File: src/rtl/cpu_core_params.sv
// Core-wide constants shared by the pipeline front end: datapath width,
// fetch granularity, prefetch depth and the default boot address.
package cpu_core_params;

  localparam int unsigned CORE_XLEN            = 32;
  localparam int unsigned FETCH_BYTES          = 4;
  localparam int unsigned FETCH_FIFO_DEPTH     = 4;
  localparam logic [31:0] RESET_VECTOR_DEFAULT = 32'h0000_0000;

endpackage

File: src/rtl/fetch_fifo.sv
// Prefetch buffer holding {pc, instruction} pairs between memory and decode.
// Storage is a plain register array; the head reads back as zero when empty.
module fetch_fifo #(
  parameter int unsigned WIDTH = 64,
  parameter int unsigned DEPTH = 4
) (
  input  logic                     i_Clock,
  input  logic                     i_Reset_N,
  input  logic                     flush,
  input  logic                     push,
  input  logic [WIDTH-1:0]         push_data,
  input  logic                     pop,
  output logic [WIDTH-1:0]         head_data,
  output logic [$clog2(DEPTH):0]   count,
  output logic                     empty
);

  localparam int unsigned AW = $clog2(DEPTH);
  localparam int unsigned CW = AW + 1;

  logic [WIDTH-1:0] mem [DEPTH];
  logic [AW-1:0]    wr_ptr_reg;
  logic [AW-1:0]    rd_ptr_reg;
  logic [CW-1:0]    count_reg;
  logic             do_pop;

  assign empty     = (count_reg == '0);
  assign count     = count_reg;
  assign do_pop    = pop && !empty;
  assign head_data = empty ? '0 : mem[rd_ptr_reg];

  // Flush wins over any push or pop landing in the same cycle.
  always_ff @(posedge i_Clock or negedge i_Reset_N) begin
    if (!i_Reset_N) begin
      wr_ptr_reg <= '0;
      rd_ptr_reg <= '0;
      count_reg  <= '0;
    end else if (flush) begin
      wr_ptr_reg <= '0;
      rd_ptr_reg <= '0;
      count_reg  <= '0;
    end else begin
      if (push) wr_ptr_reg <= wr_ptr_reg + AW'(1);
      if (do_pop) rd_ptr_reg <= rd_ptr_reg + AW'(1);
      count_reg <= count_reg + CW'(push) - CW'(do_pop);
    end
  end

  always_ff @(posedge i_Clock) begin
    if (push && !flush) mem[wr_ptr_reg] <= push_data;
  end

  always @(posedge i_Clock) begin
    if (i_Reset_N && !flush)
      assert (!(push && !do_pop && count_reg == CW'(DEPTH)))
        else $error("fetch_fifo: push into full buffer");
  end

endmodule

File: src/rtl/instruction_fetch_unit.sv
// Front-end fetch: issues word reads ahead of decode, bounded by buffer credit,
// and discards in-flight responses that belong to a path abandoned by a redirect.
module instruction_fetch_unit
  import cpu_core_params::*;
#(
  parameter int unsigned     XLEN         = CORE_XLEN,
  parameter int unsigned     FIFO_DEPTH   = FETCH_FIFO_DEPTH,
  parameter logic [XLEN-1:0] RESET_VECTOR = XLEN'(RESET_VECTOR_DEFAULT)
) (
  input  logic            i_Clock,
  input  logic            i_Reset_N,
  input  logic            i_Redirect_Valid,
  input  logic [XLEN-1:0] i_Redirect_Addr,
  output logic            o_Mem_Req_Valid,
  input  logic            i_Mem_Req_Ready,
  output logic [XLEN-1:0] o_Mem_Req_Addr,
  input  logic            i_Mem_Rsp_Valid,
  input  logic [XLEN-1:0] i_Mem_Rsp_Data,
  output logic            o_Instr_Valid,
  input  logic            i_Instr_Ready,
  output logic [XLEN-1:0] o_Instruction,
  output logic [XLEN-1:0] o_Instruction_Addr
);

  localparam int unsigned     CW          = $clog2(FIFO_DEPTH) + 1;
  localparam int unsigned     SW          = CW + 1;
  localparam logic [SW-1:0]   DEPTH_LIMIT = SW'(FIFO_DEPTH);
  localparam logic [XLEN-1:0] PC_STEP     = XLEN'(FETCH_BYTES);
  localparam logic [XLEN-1:0] ALIGN_MASK  = ~XLEN'(FETCH_BYTES - 1);

  logic [XLEN-1:0]   fetch_pc_reg, fetch_pc_next;
  logic [XLEN-1:0]   return_pc_reg, return_pc_next;
  logic [CW-1:0]     outstanding_reg, outstanding_next;
  logic [CW-1:0]     discard_reg, discard_next;
  logic [CW-1:0]     fifo_count;
  logic              fifo_empty;
  logic [2*XLEN-1:0] fifo_head;
  logic [SW-1:0]     credit_used;
  logic [XLEN-1:0]   redirect_pc;
  logic              req_accept;
  logic              rsp_keep;

  assign redirect_pc = i_Redirect_Addr & ALIGN_MASK;

  // Credit counts both buffered entries and reads still in flight (discarded
  // ones included), so a returning response always finds a free slot.
  assign credit_used     = {1'b0, fifo_count} + {1'b0, outstanding_reg};
  assign o_Mem_Req_Valid = i_Reset_N && !i_Redirect_Valid && (credit_used < DEPTH_LIMIT);
  assign o_Mem_Req_Addr  = fetch_pc_reg;
  assign req_accept      = o_Mem_Req_Valid && i_Mem_Req_Ready;
  assign rsp_keep        = i_Mem_Rsp_Valid && (discard_reg == '0) && !i_Redirect_Valid;

  always_comb begin
    fetch_pc_next    = fetch_pc_reg;
    return_pc_next   = return_pc_reg;
    discard_next     = discard_reg;
    outstanding_next = outstanding_reg + CW'(req_accept) - CW'(i_Mem_Rsp_Valid);
    if (i_Redirect_Valid) begin
      // Everything still in flight after this edge belongs to the old path.
      fetch_pc_next  = redirect_pc;
      return_pc_next = redirect_pc;
      discard_next   = outstanding_reg - CW'(i_Mem_Rsp_Valid);
    end else begin
      if (req_accept) fetch_pc_next = fetch_pc_reg + PC_STEP;
      if (i_Mem_Rsp_Valid && discard_reg != '0) discard_next = discard_reg - CW'(1);
      if (rsp_keep) return_pc_next = return_pc_reg + PC_STEP;
    end
  end

  always_ff @(posedge i_Clock or negedge i_Reset_N) begin
    if (!i_Reset_N) begin
      fetch_pc_reg    <= RESET_VECTOR;
      return_pc_reg   <= RESET_VECTOR;
      outstanding_reg <= '0;
      discard_reg     <= '0;
    end else begin
      fetch_pc_reg    <= fetch_pc_next;
      return_pc_reg   <= return_pc_next;
      outstanding_reg <= outstanding_next;
      discard_reg     <= discard_next;
    end
  end

  always @(posedge i_Clock) begin
    if (i_Reset_N)
      assert (!(i_Mem_Rsp_Valid && outstanding_reg == '0))
        else $error("instruction_fetch_unit: response with no request outstanding");
  end

  fetch_fifo #(
    .WIDTH (2 * XLEN),
    .DEPTH (FIFO_DEPTH)
  ) u_fetch_fifo (
    .i_Clock   (i_Clock),
    .i_Reset_N (i_Reset_N),
    .flush     (i_Redirect_Valid),
    .push      (rsp_keep),
    .push_data ({return_pc_reg, i_Mem_Rsp_Data}),
    .pop       (i_Instr_Ready),
    .head_data (fifo_head),
    .count     (fifo_count),
    .empty     (fifo_empty)
  );

  assign o_Instr_Valid      = !fifo_empty;
  assign o_Instruction_Addr = fifo_head[2*XLEN-1:XLEN];
  assign o_Instruction      = fifo_head[XLEN-1:0];

endmodule

File: config.mk
export PLATFORM = sky130hd
export DESIGN_NAME = instruction_fetch_unit
export DESIGN_NICKNAME = d
export VERILOG_FILES = /design/src/rtl/cpu_core_params.sv /design/src/rtl/fetch_fifo.sv /design/src/rtl/instruction_fetch_unit.sv
export SDC_FILE = /design/constraint.sdc
export NUM_CORES = 1
export LEC_CHECK = 0
export BUFFER_PORTS_ARGS = -buffer_cell sky130_fd_sc_hd__buf_4
export CAP_MARGIN = 20
export CELL_PAD_IN_SITES_DETAIL_PLACEMENT = 1
export CELL_PAD_IN_SITES_GLOBAL_PLACEMENT = 1
export CORE_MARGIN = 3
export CORE_UTILIZATION = 28
export DETAILED_ROUTE_END_ITERATION = 8
export GPL_TIMING_DRIVEN = 0
export MAX_ROUTING_LAYER = met4
export PLACE_DENSITY = 0.49
export SYNTH_ARGS = -nofsm -noshare
export SYNTH_HDL_FRONTEND = slang
export SYNTH_SLANG_ARGS = --single-unit
File: constraint.sdc
create_clock -name i_Clock -period 9.5 [get_ports i_Clock]
set_input_delay 1.425 -clock i_Clock [delete_from_list [all_inputs] [get_ports i_Clock]]
set_output_delay 1.425 -clock i_Clock [all_outputs]
set_load 0.03 [all_outputs]
# ---- Word-level counts from Yosys, hierarchy flattened
# Memories as Yosys holds them, arrays and structs flattened.
# Cells that the tools add are included.
dict set report totals {
  memories 1
  ram_bits 256
  inputBits 70
  elab_cells 51
  reg_bits 77
  output_inout_bits 98
}
dict set report classes {
  muxes 14
  n_lt_le_gt_ge 1
  reduce_logical 17
  add_sub_neg 11
}
# memory depth word_bits read_ports rd_clocked_by_memory_dff wr line_no
set mem_list {}
lappend mem_list {u_fetch_fifo.mem 4 64 1 0 1 fetch_fifo.sv:21} ;# logic [WIDTH-1:0] mem [DEPTH];
# op count
set op_table {}
lappend op_table {{$mux 32} 4}
lappend op_table {{$add 32x3->32 const B} 2}
lappend op_table {{$mux 64} 1}
lappend op_table {{$mux 3} 3}
lappend op_table {{$sub 3x1->3} 3}
lappend op_table {{$logic_and 1x1->1} 8}
lappend op_table {{$mux 2} 4}
lappend op_table {{$reduce_bool 2->1} 4}
lappend op_table {{$add 3x1->3} 2}
lappend op_table {{$logic_not 3->1} 2}
lappend op_table {{$add 2x1->2 const B} 2}
lappend op_table {{$add 3x3->4} 1}
lappend op_table {{$lt 4x3->1 const B} 1}
lappend op_table {{$reduce_bool 3->1} 1}
lappend op_table {{$sub 3x1->3 const B} 1}
lappend op_table {{$logic_not 1->1} 2}
lappend op_table {{$mux 1} 2}

# ---- Logic depth before layout (Yosys ltp)
# Gate-level depths: netlist of run 1.
dict set report logic_depth {
  word_depth 6
  ltp_mapped 11
  ltp_nobuf 10
}

# ---- Modules after synthesis
# A second synthesis of run 1 with hierarchy kept.
dict set report unflattened {
  hier_cells 863
  hier_area_um2 13919.6
}
# mod seq_area_each_um2 cells_per_inst area_each_um2 n_inst
set modules_own_cells {}
lappend modules_own_cells {fetch_fifo 7862.5 449 10156.0 1}
lappend modules_own_cells {instruction_fetch_unit 1651.6 414 3763.6 1}

# ---- Least setup slack after synthesis of run 1
# Ideal clock, no wire load.
dict set report synth_timing {
  kind {input port to flip-flop}
  start {input port i_Redirect_Valid}
  end {memory u_fetch_fifo.mem[0][0], enable pin}
  n_path_buf 2
  setup_ps 427
  path_slack_ps 5564
  t_arrival_ps 3509
  required_ps 9073
  stages 4
  cell_sequence {clkbuf_1 -> clkinv_1 -> clkbuf_1 -> and3_1}
}
dict set report synth_between {
  elab_chain_cells 5
}
# element line_no
set synth_lines {}
lappend synth_lines {{start, declared} instruction_fetch_unit.sv:12} ;# input logic i_Redirect_Valid,
lappend synth_lines {{$logic_not 1->1 *} {fetch_fifo.sv:50, instruction_fetch_unit.sv:51}}
lappend synth_lines {{$logic_and 1x1->1} instruction_fetch_unit.sv:51} ;# assign rsp_keep = i_Mem_Rsp_Valid && (discard_reg == '0) && !i_Redirect_Valid;
lappend synth_lines {{$logic_and 1x1->1 *} fetch_fifo.sv:50} ;# if (push && !flush) mem[wr_ptr_reg] <= push_data;
lappend synth_lines {{$mux 1 *} fetch_fifo.sv:50}
lappend synth_lines {{$mux 1 (implied by the code) *} fetch_fifo.sv:50}
lappend synth_lines {{end, declared} fetch_fifo.sv:21}
# Mark *: on every way between the ends. The rest lies on a longest branch, timed or not.

# ---- Final worst setup path of run 1
dict set report layout_timing {
  start {register u_fetch_fifo.rd_ptr_reg[1]}
  end {output port o_Instruction_Addr[12]}
}
dict set report layout_between {
  elab_chain_cells 2
}
# element line_no
set layout_lines {}
lappend layout_lines {{start, declared} fetch_fifo.sv:23} ;# logic [AW-1:0] rd_ptr_reg;
lappend layout_lines {{start signal, assigned} fetch_fifo.sv:44} ;# if (do_pop) rd_ptr_reg <= rd_ptr_reg + AW'(1);
lappend layout_lines {{$mem_v2 4x64} -}
lappend layout_lines {{$mux 64} fetch_fifo.sv:30} ;# assign head_data = empty ? '0 : mem[rd_ptr_reg];
lappend layout_lines {{end, declared} instruction_fetch_unit.sv:22} ;# output logic [XLEN-1:0] o_Instruction_Addr
# Every way passes these cells.

==> impl_results.md, run 1 <==
* Status: finished clean
* Fillers at 4922
* Clock Tree Root: clkbuf_16
* Fraction of registers with async set/reset at 0.227
* Routed wire length at about 37000 µm
* Total grt overflow at 0
* R2r setup slk at 6.53 ns
* Slowest Stage Delay on Critical Path at 0.77 ns
* Starting density of the core at 0.284
* Fin crit share at 0.459
* Final slew viol count at 0
* Num ports at 168
* Hold slack at 0.553 ns
* Slowest CP cell: clkbuf_1
* Crit path DAT at 2.93 ns
* Initial DRC count at ~320
* #FFs+latches synth at 321
* Total core area at 0.0479 mm²
* Reg area at 0.00927 mm²
* Crit end category: output pin
* Via count at 7982
* Distinct cells, synth at 56
* Avg Vias per Cell at 4.71
* Worst Max-Slew Pin Slew at 0.937 ns
* Vias in the first global route at 8833
* Cts bufs inserted at 39
* TritonRoute pass-1 iters at 4
* Post-DP HPWL at 24800 µm
* Top FF cell, synth: edfxtp_1
* Die ar. at 0.0514 mm²
* FMAX at ~230 MHz
* RSZ-0062 raised after global routing: no
* Rel. slew slack at 0.375
* Post-Syn Instances at 844
* Synth warn at 0
* WP data required at 8.08 ns
* Post-cts resize count at 0
* Largest net degree at the start of global routing at 75
* Hold Startpoint: outstanding_reg[0]
* TNS Setup at 0 ns
* Final setup violating endpoints at 0
* Max reg flops at ~250
* TritonCTS clock tree: built
* Hold Crit Depth at 1
* Clock H-tree levels at 2
* VDD IR max at 0.000101 V
* Critical path peak fanout at 10
* Number of routed nets with antenna violations at 0
* Hold endpoint: outstanding_reg[0]
* Cell Pwr Density at 262 mW/mm²
* Total GRT Usage at 0.151
* Area of the mapped netlist at about 0.014 mm²
* Clk_skew at about 0.02 ns
* Worst R2R End: outstanding_reg[2]
* Site row count at 80
* Sequential area share after synthesis at 0.680
* First-pass GRT wire length at 56100 µm
* Setup CP Type: flip-flop to output pin
* Leak at 0.00601 µW
* Multi-input logic area at 0.00411 mm²
* Post-CTS Setup Bufs at 0
* Mapped Avg Cell Area at approximately 16 µm²
* Layout cell share with drive strength beyond 1 at 0.299
* Die height at ~230 µm
* Remaining DRCs at 0
* # diodes at 0
* Worst reg2reg startpoint: u_fetch_fifo.count[1]
* Final Hold Vio Count at 0
* Worst-skew pair later-pin latency at 0.54 ns
* Worst-case clock buffer depth at 3
* Gpl congestion at 0.782
* Tightest Hold Check Type: flip-flop to flip-flop
* Area Overhead vs Synth at 24.7%
* Worst-path cell chain: clkbuf_1, clkbuf_1, mux4_2, and2_1, buf_4
* Crit-path most repeated cell: clkbuf_1
* Crit path time final at 4.36 ns
* Number of I/O port buffers at 160
* Worst-path clk slew at 0.06 ns
* Final net count at 1141
* Die Wd at around 230 µm
* # hold bufs at CTS at 0
* Post-synth EDFFs at 248
* Type of origin of the critical path: flip-flop
* Initial antenna violation count at 0
* Worst R2R Path Depth at 11
* # clock sinks at ~320
* Post-DR wirelength/cell at 21.9 µm
* Max-cap viol count at 0
## synth_stat cells, types with 4 or more instances
master / number / area, µm²
mux4_2: 62 / 1400
o311ai_0: 5 / 43.8
nand3_1: 31 / 155
buf_2: 11 / 55.1
edfxtp_1: 248 / 7450
clkbuf_1: 29 / 109
ha_1: 16 / 200
nand2b_1: 4 / 25.0
and2_1: 65 / 407
or3_1: 4 / 25.0
buf_4: 4 / 30.0
nand4_1: 28 / 175
nor3_1: 6 / 30.0
inv_1: 19 / 71.3
xnor2_1: 24 / 210
a21oi_1: 9 / 45.0
and4_1: 6 / 52.6
o211ai_1: 7 / 52.6
nand2_1: 48 / 180
xor2_1: 28 / 245
mux2_2: 13 / 146
dfrtp_1: 73 / 1830
a21boi_0: 5 / 37.5
nor2_1: 19 / 71.3
o21ai_0: 20 / 100
and3_1: 15 / 93.8
## power breakdown
group	total [µW]	switching (µW)	internal, µW
clock network	1470	572	894
logic	1310	781	528
registers	1680	82.7	1600
## cell type report
type	instances	share of cell area
Sequential cell	321	0.546
Multi-Input combinational cell	461	0.242
Timing Repair Buffer	165	0.0779
Clock buffer	53	0.0630
Tap cell	615	0.0453
Buffer	45	0.0116
Clock inverter	13	0.00972
Inverter	20	0.00442
## kinds of logic after synthesis
logic type | Yosys count | share of synthesized area
adders and majority gates | 18 | 0.0176
buffers and inverters | 65 | 0.0200
AOI/OAI and AO/OA | 64 | 0.0306
DFF | 321 | 0.680
muxes | 75 | 0.113
and+or+nand+nor | 248 | 0.104
xor gates and xnor gates | 52 | 0.0334
other | 1 | 0.000275
## cells in the final DEF, fill, tap and decap left out, drive strengths merged, types with 8 or more instances in the layout
cell and n:
nor2 19, clkinv 9, nand4 28, dfrtp 73
nand3 32, o21ai 22, buf 181, mux2 13
nand2 48, a21oi 9, edfxtp 248, inv 19
clkbuf 82, xnor2 24, and2 65, mux4 62
nor3 8, and3 15, xor2 28, ha 16
## through the flow
step                       util  setup slack (ns)  cells  cell area, µm²  power [µW]
after global placement    0.326              3.54   1622           15600        3060
after floorplan               -              5.56    847           13600        2530
after global routing      0.354              4.95   1693           17000        4700
final                     0.354              5.14   1693           17000        4460
after CTS                 0.354              5.04   1692           17000        4560
after detailed placement  0.328              4.76   1626           15700        3060
## layer usage
layer | vias up | share of wire | track usage
met1 | 4096 | 0.46 | 0.202
li1 | 3660 | - | -
met3 | 45 | 0.050 | 0.0318
met4 | 0 | 0.018 | 0.0340
met5 | - | 0 | -
met2 | 181 | 0.47 | 0.237
## worst max path at each step
stage / endpoint / cells past startpoint / from
after floorplan: u_fetch_fifo.mem[0][0] / 4 / i_Redirect_Valid
after global placement: u_fetch_fifo.mem[2][3] / 4 / i_Redirect_Valid
after detailed placement: outstanding_reg[2] / 11 / i_Reset_N
after CTS: o_Instruction_Addr[12] / 5 / u_fetch_fifo.rd_ptr_reg[0]
after global routing: o_Instruction_Addr[16] / 5 / u_fetch_fifo.rd_ptr_reg[0]
final: o_Instruction_Addr[12] / 5 / u_fetch_fifo.rd_ptr_reg[1]
## worst max-delay path, delay by kind of cell, from the launching register on
kind                   cells  cell delay, ns
AND/OR/NAND/NOR            1            0.20
flip-flops                 1            0.31
multiplexers               1            0.41
buffers and inverters      3            1.46
Note: power is estimated with default switching activity, not from simulation.
==> run 2: changes to the inputs <==
--- a/config.mk
+++ b/config.mk
@@ -5,6 +5,7 @@
 export SDC_FILE = /design/constraint.sdc
 export NUM_CORES = 1
 export LEC_CHECK = 0
+export ABC_AREA = 1
 export BUFFER_PORTS_ARGS = -buffer_cell sky130_fd_sc_hd__buf_4
 export CAP_MARGIN = 20
 export CELL_PAD_IN_SITES_DETAIL_PLACEMENT = 1
@@ -14,7 +15,7 @@
 export DETAILED_ROUTE_END_ITERATION = 8
 export GPL_TIMING_DRIVEN = 0
 export MAX_ROUTING_LAYER = met4
-export PLACE_DENSITY = 0.49
+export PLACE_DENSITY = 0.51
 export SYNTH_ARGS = -nofsm -noshare
 export SYNTH_HDL_FRONTEND = slang
 export SYNTH_SLANG_ARGS = --single-unit
==> constraint.sdc (replaced) <==
create_clock -name i_Clock -period 4.35 [get_ports i_Clock]
set_input_delay 0.6525 -clock i_Clock [delete_from_list [all_inputs] [get_ports i_Clock]]
set_output_delay 0.6525 -clock i_Clock [all_outputs]
set_load 0.03 [all_outputs]
==> impl_results.md, run 2 <==
* Setup CP Type: flip-flop to output pin
* Crit path DAT at 2.63 ns
* Critical path peak fanout at 10
* Most instantiated library cell after synthesis: nor2_1
* Crit end category: output pin
* Pre-CTS setup slack at 1.09 ns
* Post-cts resize count at 0
* Top FF cell, synth: edfxtp_1
* Fillers at just under 6k
* Synth top cells by count: 326 x nor2_1, 248 x edfxtp_1, 245 x nand2_1
* Worst-path cell chain: nor2_1, nand2_1, inv_2, clkbuf_1, a21oi_1, buf_4
* Mapped Avg Cell Area at 9.91 µm²
* Slowest Stage Delay on Critical Path at approximately 0.53 ns
* Clock Tree Root: clkbuf_16
* Layout cell share with drive strength beyond 1 at 0.182
* Final slew viol count at 0
* FMAX at between 300 and 400 MHz
* First-pass GRT wire length at 74000 µm
* Initial DRC count at 549
* Worst-skew pair later-pin latency at 0.54 ns
* Worst Max-Slew Pin Slew at 0.824 ns
* Cell Area, Placed at 0.0171 mm²
* Max reg flops at 248
* Fin crit share at 0.755
* Post-Syn Instances at 1492
* Type of origin of the critical path: flip-flop
* Die height at between 200 and 250 µm
* Remaining DRCs at 0
* Vias in the first global route at 11.9k
* TritonRoute pass-1 iters at 4
* #FFs+latches synth at 321
* Worst-case clock buffer depth at 3
* Number of routed nets with antenna violations at 0
* R2r setup slk at about 1.3 ns
* Sequential area share after synthesis at 0.627
* RSZ-0062 raised after global routing: no
* Distinct cells, synth at 41
* Rel. slew slack at 0.449
* Most common cell after layout, fill and taps aside: nor2_1
* # diodes at 0
* Final setup violating endpoints at 0
* Crit path time final at 3.28 ns
* Placed insts at around 2.3k
* TritonCTS clock tree: built
* Avg Vias per Cell at 4.70
* Synth warn at 0
* Synth area leaders: edfxtp_1 50%, dfrtp_1 12%, nor2_1 8.3%
* Worst R2R Path Depth at 9
* # clock sinks at 321
* Fin area at around 0.018 mm²
* Final net count at ~1.8k
* Routed wire length at roughly 50000 µm
* Hold Crit Depth at 1
* Number of I/O port buffers at 160
* Leak at 0.00726 µW
* Initial antenna violation count at 0
* Worst-path clk slew at 0.06 ns
* Clock H-tree levels at 2
* Hold Startpoint: i_Mem_Rsp_Data[24]
* Status: finished clean
* Post-DR wirelength/cell at 20.1 µm
* Post-synth top area cell: edfxtp_1
* Max-cap viol count at 0
* Cts bufs inserted at 40
* Largest net degree at the start of global routing at 56
* Worst R2R End: u_fetch_fifo.mem[1][52]
* Area of the mapped netlist at 0.0148 mm²
* Post-synth EDFFs at 248
* Num ports at 168
* Final Hold Vio Count at 0
* Post-DP HPWL at 34500 µm
* Total grt overflow at 0
* Setup ws final at 1.07 ns
* Top-area cell type share of the netlist area at 0.504
* Hold endpoint: u_fetch_fifo.mem[1][24]
* Total GRT Usage at 0.178
* WP data required at approximately 3.7 ns
* Total core area at 0.0518 mm²
* Commonest non-fill, non-tap cells in the layout: 322 x nor2_1, 248 x edfxtp_1, 245 x nand2_1, 167 x buf_4, 152 x o21ai_0
* Worst reg2reg startpoint: discard_reg[0]
* Gpl congestion at approximately 0.82
* Final Core Density at 0.356
* Tightest Hold Check Type: input port to flip-flop
* VDD IR max at 0.000336 V
* Slowest CP cell: clkbuf_1
* Die ar. at 0.0556 mm²
* Non-Filler Instances at 2418
* Cell Pwr Density at roughly 600 mW/mm²
* Die Wd at roughly 240 µm
* Clk_skew at 0.00743 ns
* Via count at 11.4k
* Area Overhead vs Synth at 24.8%
* Post-CTS Setup Bufs at 0
* Site row count at 83
* Starting density of the core at 0.285
* # hold bufs at CTS at 1
* Fraction of registers with async set/reset at 0.227
==> run 2: changes by cell type in the layout (fill, tap and decap cells not counted), sizes merged, moves of 20 or more <==
cell / change
nand2: +212
nand4: -20
xnor2: -21
buf: +26
and2: -64
mux4: -62
o21ai: +135
a21oi: +66
nor2: +325
inv: +79
nand3: +44
==> run 2: worst max path at each step <==
stage | slack [ns] | cells after the start | endpoint | from
after floorplan | 0.06 | 6 | u_fetch_fifo.mem[0][0] | i_Redirect_Valid
after global placement | -2.99 | 6 | u_fetch_fifo.mem[3][57] | i_Mem_Rsp_Valid
after detailed placement | 1.09 | 8 | u_fetch_fifo.mem[1][57] | i_Mem_Rsp_Valid
after CTS | 0.99 | 7 | o_Instruction_Addr[13] | u_fetch_fifo.rd_ptr_reg[0]
after global routing | 0.95 | 7 | o_Instruction_Addr[16] | u_fetch_fifo.rd_ptr_reg[0]
final | 1.07 | 6 | o_Instruction_Addr[23] | u_fetch_fifo.count[1]
==> run 2: cell families after synthesis <==
kind of cell    Yosys count  synth area share
flops                   321             0.627
buf+inv                 167            0.0493
other cells               1          0.000254
simple gates            709             0.205
fa+ha+maj                18            0.0162
compound gates          254            0.0891
xor+xnor                 22            0.0130
==> run 2: worst max-delay path: cells and delay by family, from the launching register on <==
kind                   cells  cell delay (ns)
AO/OA/AOI/OAI              1             0.17
AND/OR/NAND/NOR            2             0.41
buffers and inverters      3             1.04
flip-flops                 1             0.44
==> run 2: stage by stage <==
stage                     hold slack (ns)  TNS [ns]  total power, µW
after CTS                           0.277         0            11200
after global placement              0.528   -719.65             7720
after global routing                0.286         0            11600
after floorplan                     0.357         0             6100
final                               0.309         0            11000
after detailed placement            0.536         0             7770
==> run 2: report_power, final <==
| group | leakage (µW) | internal [µW] | switching (µW) |
|---|---|---|---|
| Combinational | 0.00349 | 1150 | 2580 |
| Clock | 0.000643 | 2050 | 1310 |
| Sequential | 0.00312 | 3590 | 303 |
| Total | 0.00726 | 6790 | 4200 |
==> run 2: final cells by class <==
cell class | count | area [µm²] | share of cell area
Clock buffer | 48 | 1070 | 0.0582
Buffer | 67 | 348 | 0.0189
Inverter | 100 | 382 | 0.0207
Multi-Input combinational cell | 1007 | 4820 | 0.261
Sequential cell | 321 | 9270 | 0.503
Tap cell | 680 | 851 | 0.0461
Clock inverter | 24 | 249 | 0.0135
Timing Repair Buffer | 171 | 1450 | 0.0785
==> run 2: metal layers <==
layer / wire (µm) / share of wire / track usage / up-vias
met5: 0 / 0 / - / -
met4: 818 / 0.017 / 0.0411 / 0
met3: 1410 / 0.029 / 0.0219 / 59
met2: 23800 / 0.49 / 0.299 / 188
met1: 22600 / 0.46 / 0.231 / 5667
li1: - / - / - / 5459
